`config.mk`:
```
export PLATFORM = sky130hd
export DESIGN_NAME = hazard_control_unit_flat
export DESIGN_NICKNAME = d
export VERILOG_FILES = /design/src/rtl/pipeline_ctrl_pkg.sv /design/src/rtl/hazard_control_unit_if.sv /design/src/rtl/hazard_control_unit_sat_counter.sv /design/src/rtl/hazard_control_unit.sv /design/src/flat_wrapper.sv
export SDC_FILE = /design/constraint.sdc
export NUM_CORES = 1
export LEC_CHECK = 0
export ABC_AREA = 1
export BUFFER_PORTS_ARGS = -buffer_cell sky130_fd_sc_hd__buf_4
export CORE_UTILIZATION = 56
export CTS_CLUSTER_DIAMETER = 30
export CTS_CLUSTER_SIZE = 14
export DETAILED_ROUTE_END_ITERATION = 6
export PLACE_DENSITY_LB_ADDON = 0.05
export SYNTH_ARGS = -nofsm -noshare
export SYNTH_HDL_FRONTEND = slang
export SYNTH_SLANG_ARGS = --single-unit
```
`constraint.sdc`:
```
create_clock -name clk -period 2.3 [get_ports clk]
set_input_delay 0 -clock clk [delete_from_list [all_inputs] [get_ports clk]]
set_output_delay 0 -clock clk [all_outputs]
set_load 0.01 [all_outputs]
```
`src/rtl/pipeline_ctrl_pkg.sv`:
```
// rtl/pipeline_ctrl_pkg.sv - shared pipeline control types, widths and hazard helper
package pipeline_ctrl_pkg;

    localparam int REG_ADDR_W    = 5;
    localparam int DEFAULT_CNT_W = 32;

    typedef enum logic [1:0] {
        RUN    = 2'd0,
        STALL  = 2'd1,
        FREEZE = 2'd2
    } pipe_state_e;

    // Load-use hazard: a load in ID/EX writes a register the IF/ID instruction reads; x0 is never a hazard
    function automatic logic load_use_hazard(
        input logic                  mem_read,
        input logic [REG_ADDR_W-1:0] rd,
        input logic [REG_ADDR_W-1:0] rs1,
        input logic [REG_ADDR_W-1:0] rs2
    );
        return mem_read && (rd != '0) && ((rd == rs1) || (rd == rs2));
    endfunction

endpackage

```
`src/rtl/hazard_control_unit_if.sv`:
```
// rtl/hazard_control_unit_if.sv - pipeline-side signal bundle of the hazard control unit
interface hazard_control_unit_if
    import pipeline_ctrl_pkg::*;
#(
    parameter int CNT_W = DEFAULT_CNT_W
);
    logic [REG_ADDR_W-1:0] IF_ID_rs1;
    logic [REG_ADDR_W-1:0] IF_ID_rs2;
    logic [REG_ADDR_W-1:0] ID_EX_rd;
    logic                  ID_EX_MemRead;
    logic                  Branch_Taken;
    logic                  Mem_Busy;
    logic                  PC_Write;
    logic                  IF_ID_Write;
    logic                  IF_ID_Flush;
    logic                  ID_EX_Flush;
    logic                  EX_MEM_Flush;
    logic                  Freeze;
    logic [1:0]            State;
    logic [CNT_W-1:0]      Stall_Count;
    logic [CNT_W-1:0]      Flush_Count;

    // Pipeline side: supplies stage information, consumes control lines
    modport master (
        output IF_ID_rs1, IF_ID_rs2, ID_EX_rd, ID_EX_MemRead, Branch_Taken, Mem_Busy,
        input  PC_Write, IF_ID_Write, IF_ID_Flush, ID_EX_Flush, EX_MEM_Flush, Freeze,
        input  State, Stall_Count, Flush_Count
    );

    // Hazard unit side
    modport slave (
        input  IF_ID_rs1, IF_ID_rs2, ID_EX_rd, ID_EX_MemRead, Branch_Taken, Mem_Busy,
        output PC_Write, IF_ID_Write, IF_ID_Flush, ID_EX_Flush, EX_MEM_Flush, Freeze,
        output State, Stall_Count, Flush_Count
    );
endinterface

```
`src/rtl/hazard_control_unit_sat_counter.sv`:
```
// rtl/hazard_control_unit_sat_counter.sv - saturating event counter
module sat_counter #(
    parameter int W = 32
) (
    input  logic         clk,
    input  logic         reset,
    input  logic         inc,
    output logic [W-1:0] count
);
    // Count increment events, sticking at all-ones instead of wrapping
    always_ff @(posedge clk) begin
        if (reset) begin
            count <= '0;
        end else if (inc && (count != '1)) begin
            count <= count + W'(1);
        end
    end
endmodule

```
`src/rtl/hazard_control_unit.sv`:
```
// rtl/hazard_control_unit.sv - stall/flush/freeze sequencer for the 5-stage pipeline
module hazard_control_unit
    import pipeline_ctrl_pkg::*;
#(
    parameter int LOAD_STALL_CYCLES = 1,
    parameter int CNT_W             = DEFAULT_CNT_W
) (
    input  logic                  clk,
    input  logic                  reset,
    hazard_control_unit_if.slave  bus
);
    localparam logic [1:0] S_RUN    = RUN;
    localparam logic [1:0] S_STALL  = STALL;
    localparam logic [1:0] S_FREEZE = FREEZE;
    localparam logic [3:0] STALL_RELOAD = 4'(LOAD_STALL_CYCLES - 1);

    logic [1:0] state_q, state_d;
    logic [3:0] cnt_q, cnt_d;
    logic [1:0] saved_state_q, saved_state_d;
    logic [3:0] saved_cnt_q, saved_cnt_d;

    // While frozen the unit behaves as the state it was in before the freeze
    logic [1:0] eff_state;
    logic [3:0] eff_cnt;
    logic       hz;
    logic       stall_inc;
    logic       flush_inc;

    assign eff_state = (state_q == S_FREEZE) ? saved_state_q : state_q;
    assign eff_cnt   = (state_q == S_FREEZE) ? saved_cnt_q   : cnt_q;
    assign hz        = load_use_hazard(bus.ID_EX_MemRead, bus.ID_EX_rd, bus.IF_ID_rs1, bus.IF_ID_rs2);

    // Prioritised decode of control lines and next state: reset, freeze, branch flush, load-use bubble
    always_comb begin
        bus.PC_Write     = 1'b1;
        bus.IF_ID_Write  = 1'b1;
        bus.IF_ID_Flush  = 1'b0;
        bus.ID_EX_Flush  = 1'b0;
        bus.EX_MEM_Flush = 1'b0;
        bus.Freeze       = 1'b0;
        stall_inc        = 1'b0;
        flush_inc        = 1'b0;
        state_d          = S_RUN;
        cnt_d            = 4'd0;
        saved_state_d    = saved_state_q;
        saved_cnt_d      = saved_cnt_q;
        if (reset) begin
            bus.PC_Write     = 1'b0;
            bus.IF_ID_Write  = 1'b0;
            bus.IF_ID_Flush  = 1'b1;
            bus.ID_EX_Flush  = 1'b1;
            bus.EX_MEM_Flush = 1'b1;
        end else if (bus.Mem_Busy) begin
            bus.Freeze      = 1'b1;
            bus.PC_Write    = 1'b0;
            bus.IF_ID_Write = 1'b0;
            state_d         = S_FREEZE;
            cnt_d           = eff_cnt;
            saved_state_d   = eff_state;
            saved_cnt_d     = eff_cnt;
        end else if (bus.Branch_Taken) begin
            bus.IF_ID_Flush  = 1'b1;
            bus.ID_EX_Flush  = 1'b1;
            bus.EX_MEM_Flush = 1'b1;
            flush_inc        = 1'b1;
        end else if ((eff_state == S_STALL) || ((eff_state == S_RUN) && hz)) begin
            bus.PC_Write    = 1'b0;
            bus.IF_ID_Write = 1'b0;
            bus.ID_EX_Flush = 1'b1;
            stall_inc       = 1'b1;
            if (eff_state == S_STALL) begin
                if (eff_cnt > 4'd1) begin
                    state_d = S_STALL;
                    cnt_d   = eff_cnt - 4'd1;
                end
            end else if (STALL_RELOAD != 4'd0) begin
                state_d = S_STALL;
                cnt_d   = STALL_RELOAD;
            end
        end
    end

    // FSM state, remaining bubble count and the context saved across a freeze
    always_ff @(posedge clk) begin
        if (reset) begin
            state_q       <= S_RUN;
            cnt_q         <= 4'd0;
            saved_state_q <= S_RUN;
            saved_cnt_q   <= 4'd0;
        end else begin
            state_q       <= state_d;
            cnt_q         <= cnt_d;
            saved_state_q <= saved_state_d;
            saved_cnt_q   <= saved_cnt_d;
        end
    end

    assign bus.State = state_q;

    sat_counter #(.W(CNT_W)) u_stall_cnt (
        .clk   (clk),
        .reset (reset),
        .inc   (stall_inc),
        .count (bus.Stall_Count)
    );

    sat_counter #(.W(CNT_W)) u_flush_cnt (
        .clk   (clk),
        .reset (reset),
        .inc   (flush_inc),
        .count (bus.Flush_Count)
    );
endmodule

```
`src/flat_wrapper.sv`:
```
// flat-port wrapper written by rule: the top's interface ports become plain ports
module hazard_control_unit_flat import pipeline_ctrl_pkg::*;
#(
    parameter int LOAD_STALL_CYCLES = 1,
    parameter int CNT_W             = DEFAULT_CNT_W
)
  (clk, reset, bus_IF_ID_rs1, bus_IF_ID_rs2, bus_ID_EX_rd, bus_ID_EX_MemRead, bus_Branch_Taken, bus_Mem_Busy, bus_PC_Write, bus_IF_ID_Write, bus_IF_ID_Flush, bus_ID_EX_Flush, bus_EX_MEM_Flush, bus_Freeze, bus_State, bus_Stall_Count, bus_Flush_Count);
  hazard_control_unit_if #(.CNT_W(CNT_W)) bus_i ();
  input  logic clk;
  input  logic reset;
  input wire logic [$bits(bus_i.IF_ID_rs1)-1:0] bus_IF_ID_rs1;
  input wire logic [$bits(bus_i.IF_ID_rs2)-1:0] bus_IF_ID_rs2;
  input wire logic [$bits(bus_i.ID_EX_rd)-1:0] bus_ID_EX_rd;
  input wire logic [$bits(bus_i.ID_EX_MemRead)-1:0] bus_ID_EX_MemRead;
  input wire logic [$bits(bus_i.Branch_Taken)-1:0] bus_Branch_Taken;
  input wire logic [$bits(bus_i.Mem_Busy)-1:0] bus_Mem_Busy;
  output wire logic [$bits(bus_i.PC_Write)-1:0] bus_PC_Write;
  output wire logic [$bits(bus_i.IF_ID_Write)-1:0] bus_IF_ID_Write;
  output wire logic [$bits(bus_i.IF_ID_Flush)-1:0] bus_IF_ID_Flush;
  output wire logic [$bits(bus_i.ID_EX_Flush)-1:0] bus_ID_EX_Flush;
  output wire logic [$bits(bus_i.EX_MEM_Flush)-1:0] bus_EX_MEM_Flush;
  output wire logic [$bits(bus_i.Freeze)-1:0] bus_Freeze;
  output wire logic [$bits(bus_i.State)-1:0] bus_State;
  output wire logic [$bits(bus_i.Stall_Count)-1:0] bus_Stall_Count;
  output wire logic [$bits(bus_i.Flush_Count)-1:0] bus_Flush_Count;
  assign bus_i.IF_ID_rs1 = bus_IF_ID_rs1;
  assign bus_i.IF_ID_rs2 = bus_IF_ID_rs2;
  assign bus_i.ID_EX_rd = bus_ID_EX_rd;
  assign bus_i.ID_EX_MemRead = bus_ID_EX_MemRead;
  assign bus_i.Branch_Taken = bus_Branch_Taken;
  assign bus_i.Mem_Busy = bus_Mem_Busy;
  assign bus_PC_Write = bus_i.PC_Write;
  assign bus_IF_ID_Write = bus_i.IF_ID_Write;
  assign bus_IF_ID_Flush = bus_i.IF_ID_Flush;
  assign bus_ID_EX_Flush = bus_i.ID_EX_Flush;
  assign bus_EX_MEM_Flush = bus_i.EX_MEM_Flush;
  assign bus_Freeze = bus_i.Freeze;
  assign bus_State = bus_i.State;
  assign bus_Stall_Count = bus_i.Stall_Count;
  assign bus_Flush_Count = bus_i.Flush_Count;
  hazard_control_unit #(.LOAD_STALL_CYCLES(LOAD_STALL_CYCLES), .CNT_W(CNT_W)) u_core (.clk(clk), .reset(reset), .bus(bus_i));
endmodule
```
==> summary.md <==
| Metric | Value |
|---|---|
| Outcome | complete, no violations |
| PD cells | 424 nW/um^2 |
| Global-route wire length before repair | 21100 um |
| Worst ir drop on vdd | 290 uV |
| Via count | 5229 |
| Sw frac | 26.0% |
| I/O Pins | 92 |
| Worst setup EP type | flip-flop |
| Initial detailed-routing violation count | 226 |
| Slew @ Worst Pin | 0.690 ns |
| Wirelength, routed | 13000 um |
| Critical path origin | u_core.u_stall_cnt.count[1] |
| Share of power burned in registers | 54.2% |
| Async S/R FF share, synth | 0% |
| Syn_nets | 797 |
| Register-to-register setup slack | 0.28 ns |
| RePlAce Congestion | 0.897 |
| Design area | 5760 um^2 |
| Final WS setup | 0.279 ns |
| Total clock buffers created by CTS | 9 |
| Critical R2R Launch | u_core.u_stall_cnt.count[1] |
| Most common cell after layout, fill and taps aside | nand2_1 |
| Die Y | 94.8 um |
| Antenna cells | 0 |
| Clock-pin slew on the worst setup and hold paths | 0.08 ns |
| Max-slew headroom | 54.0% |
| Synthesized flop and latch total | 76 |
| M1 wire length | 5730 um |
| Rows | 33 |
| Fin. Hold Viols | 0 |
| Final Net Count | 884 |
| Area grow syn2layout | 19.6% |
| Critical path class | reg2reg |
| DIE WIDTH | 94.8 um |
| Clock skew | 0.00900 ns |
| Clock share of power | 38.8% |
| Comb power frac | 7.0% |
| Multi-input gate area | 2930 um^2 |
| Syn_area_per_cell | 6.23 um^2 |
| Post-DP Area | 5570 um^2 |
| Maximum root-to-sink buffer count | 2 |
| Post-synth EDFFs | 0 |
| Commonest non-fill, non-tap cells in the layout | 290 x nand2_1, 102 x nor2_1, 99 x buf_4 |
| DP Worst Slack | 0.153 ns |
| Slowest CP cell | dfxtp_1 |
| Highest Signal Layer | met4 |
| # placed instances | 953 |
| DRC viols | 0 |
| Vias in the first global route | 4718 |
| Worst Path Arrival | 2.29 ns |
| Final ANT Viol Nets | 0 |
| Non-Filler Instances | 970 |
| Fin crit share | 87.9% |
| CP Launch Type | flip-flop |
| Clk Latency, worst-skew pair | 0.35 ns |
| DPL Wire Length | 9640 um |
| Post-Syn Instances | 773 |
| Root buffer cell | clkbuf_8 |
| Max FO, Critical Path | 31 |
| Switching pwr | 636 uW |
| Reg-to-Reg End | u_core.u_stall_cnt.count[25] |
| Post-synth cell types | 29 |
| Min Hold Slack | 0.0935 ns |
| Largest net degree at the start of global routing | 64 |
| CTS tree | built |
| Worst path cell trace | ha_1 -> inv_2 -> nor2_4 -> nand2_2 -> nor3_2 -> nand4_2 -> nand3_2 -> buf_12 -> nand2_1 -> a21oi_1 |
| Final Setup Violations | 0 |
| I/O Buffers | 91 |
| Clock sink total | 76 |
| Internal | 1810 uW |
| Max Cap Violations | 0 |
| Proportion of layout cells with a drive suffix above 1 | 15.3% |
| Worst min-delay path category | in2reg |
| WL met2 | 6200 um |
| Crit path largest cell delay | 0.39 ns |
| Overall Global Routing Usage | 29.7% |
| Setup_tns | 0 ns |
| Sequential Area | 1520 um^2 |
| Pre-Repair DR Iteration Count | 4 |
| Mean routed wirelength per cell | 13.4 um |
| RSZ-0062 raised after global routing | no |
| Met3 wire len | 631 um |
| Leakage | 0.00231 uW |
| Sequential share of the synthesized area | 31.6% |
| Fmax | 0.495 GHz |
| H-tree levels | 3 |
| Synth Flop Type | dfxtp_1 |
| Total die area | 8980 um^2 |
| GRT overflow | 0 |
| Minimum clock period | 2.02 ns |
| Antenna violations before repair | 0 |
| Worst r2r path cells | 10 |
| Slew Viols, Final | 0 |
| Worst Setup EP | u_core.u_stall_cnt.count[25] |
| Syn Std Cell Area | 4820 um^2 |
| Filler Cell Count | 786 |
| Synth warnings | 0 |
| Routed vias/inst | 5.39 |
| Worst EP required | 2.57 ns |
| Initial Utilization | 58.3% |
| Placeable Area | 8260 um^2 |
-- flip-flops by register name, indices dropped and copies added (netlist names) --
name / count
u_core.u_stall_cnt.count: 32
u_core.cnt_q: 4
u_core.bus.State: 2
u_core.saved_state_q: 2
u_core.u_flush_cnt.count: 32
u_core.saved_cnt_q: 4
-- power groups by stage --
stage / Combinational, uW / Clock, uW / Sequential, uW
after CTS: 169 / 971 / 1320
after detailed placement: 167 / 0 / 1350
after floorplan: 103 / 0 / 1360
after global routing: 187 / 1020 / 1320
final: 171 / 948 / 1320
after global placement: 162 / 0 / 1350
-- routing by layer --
layer	track usage [%]	vias to the layer above
li1	-	2656
met1	35.8	2388
met2	52.0	153
met3	3.06	32
met4	15.0	0
met5	0	-
-- cell usage after synthesis, types with 4 or more instances --
| cell type | instances | area, um^2 |
|---|---|---|
| o21ai_0 | 13 | 65.1 |
| clkbuf_1 | 11 | 41.3 |
| dfxtp_1 | 76 | 1520 |
| nand3_1 | 18 | 90.1 |
| a21oi_1 | 60 | 300 |
| nand4_1 | 37 | 231 |
| nand3b_1 | 15 | 113 |
| inv_1 | 50 | 188 |
| xor2_1 | 29 | 254 |
| nor2_1 | 102 | 383 |
| buf_6 | 8 | 90.1 |
| ha_1 | 4 | 50.1 |
| nor3_1 | 21 | 105 |
| xnor2_1 | 12 | 105 |
| nand2_1 | 290 | 1090 |
-- worst min-delay path by stage --
stage / endpoint / cells after the start / slack, ns / from
6_report: u_core.bus.State[0] / 4 / 0.09 / bus_Branch_Taken
5_1_grt: u_core.bus.State[0] / 4 / 0.10 / bus_Branch_Taken
4_1_cts: u_core.bus.State[0] / 4 / 0.07 / bus_Branch_Taken
3_5_place_dp: u_core.bus.State[1] / 3 / 0.30 / bus_Mem_Busy
3_3_place_gp: u_core.bus.State[1] / 3 / 0.30 / bus_Mem_Busy
2_1_floorplan: bus_IF_ID_Write / 2 / 0.13 / bus_Branch_Taken
-- kinds of logic (layout without fill, tap and decap cells) --
kind of cell | count (synthesis) | count (layout) | share of synthesized area (%)
buffers and inverters | 80 | 172 | 7.69
flip-flops | 76 | 76 | 31.6
AND/OR/NAND/NOR | 496 | 496 | 44.2
adder cells (fa/ha/maj) | 4 | 4 | 1.04
XOR/XNOR | 41 | 41 | 7.45
AO/OA/AOI/OAI | 76 | 76 | 8.08
-- worst max-delay path, delay by kind of cell (launching register included) --
| family | cells | cell delay [ns] |
|---|---|---|
| buffers and inverters | 2 | 0.26 |
| DFF | 1 | 0.39 |
| adders and majority gates | 1 | 0.30 |
| AOI/OAI and AO/OA | 1 | 0.13 |
| and+or+nand+nor | 6 | 0.85 |
-- metrics by stage --
step | utilization [%] | power [uW]
detailed placement | 67.4 | 1520
floorplan | - | 1460
CTS | 69.7 | 2460
finish | 69.8 | 2440
global placement | 67.4 | 1520
global route | 69.8 | 2530
-- area by class of cell --
| class | instances | area share [%] |
|---|---|---|
| multi-input cells | 617 | 50.9 |
| flip-flops and latches | 76 | 26.4 |
| repair buffers | 102 | 13.8 |
| inverters | 54 | 3.56 |
| clock buffers | 11 | 2.45 |
| well taps | 105 | 2.28 |
| clock inverters | 5 | 0.630 |
-- what timing repair did --
item                                    4_1_cts  5_1_grt
hold buffers                                  1        0
setup buffers                                 0        0
endpoints found under the setup margin        0       28
resized for setup                             0        3
endpoints found under the hold margin         7        0
Note: power is estimated with default switching activity, not from simulation.
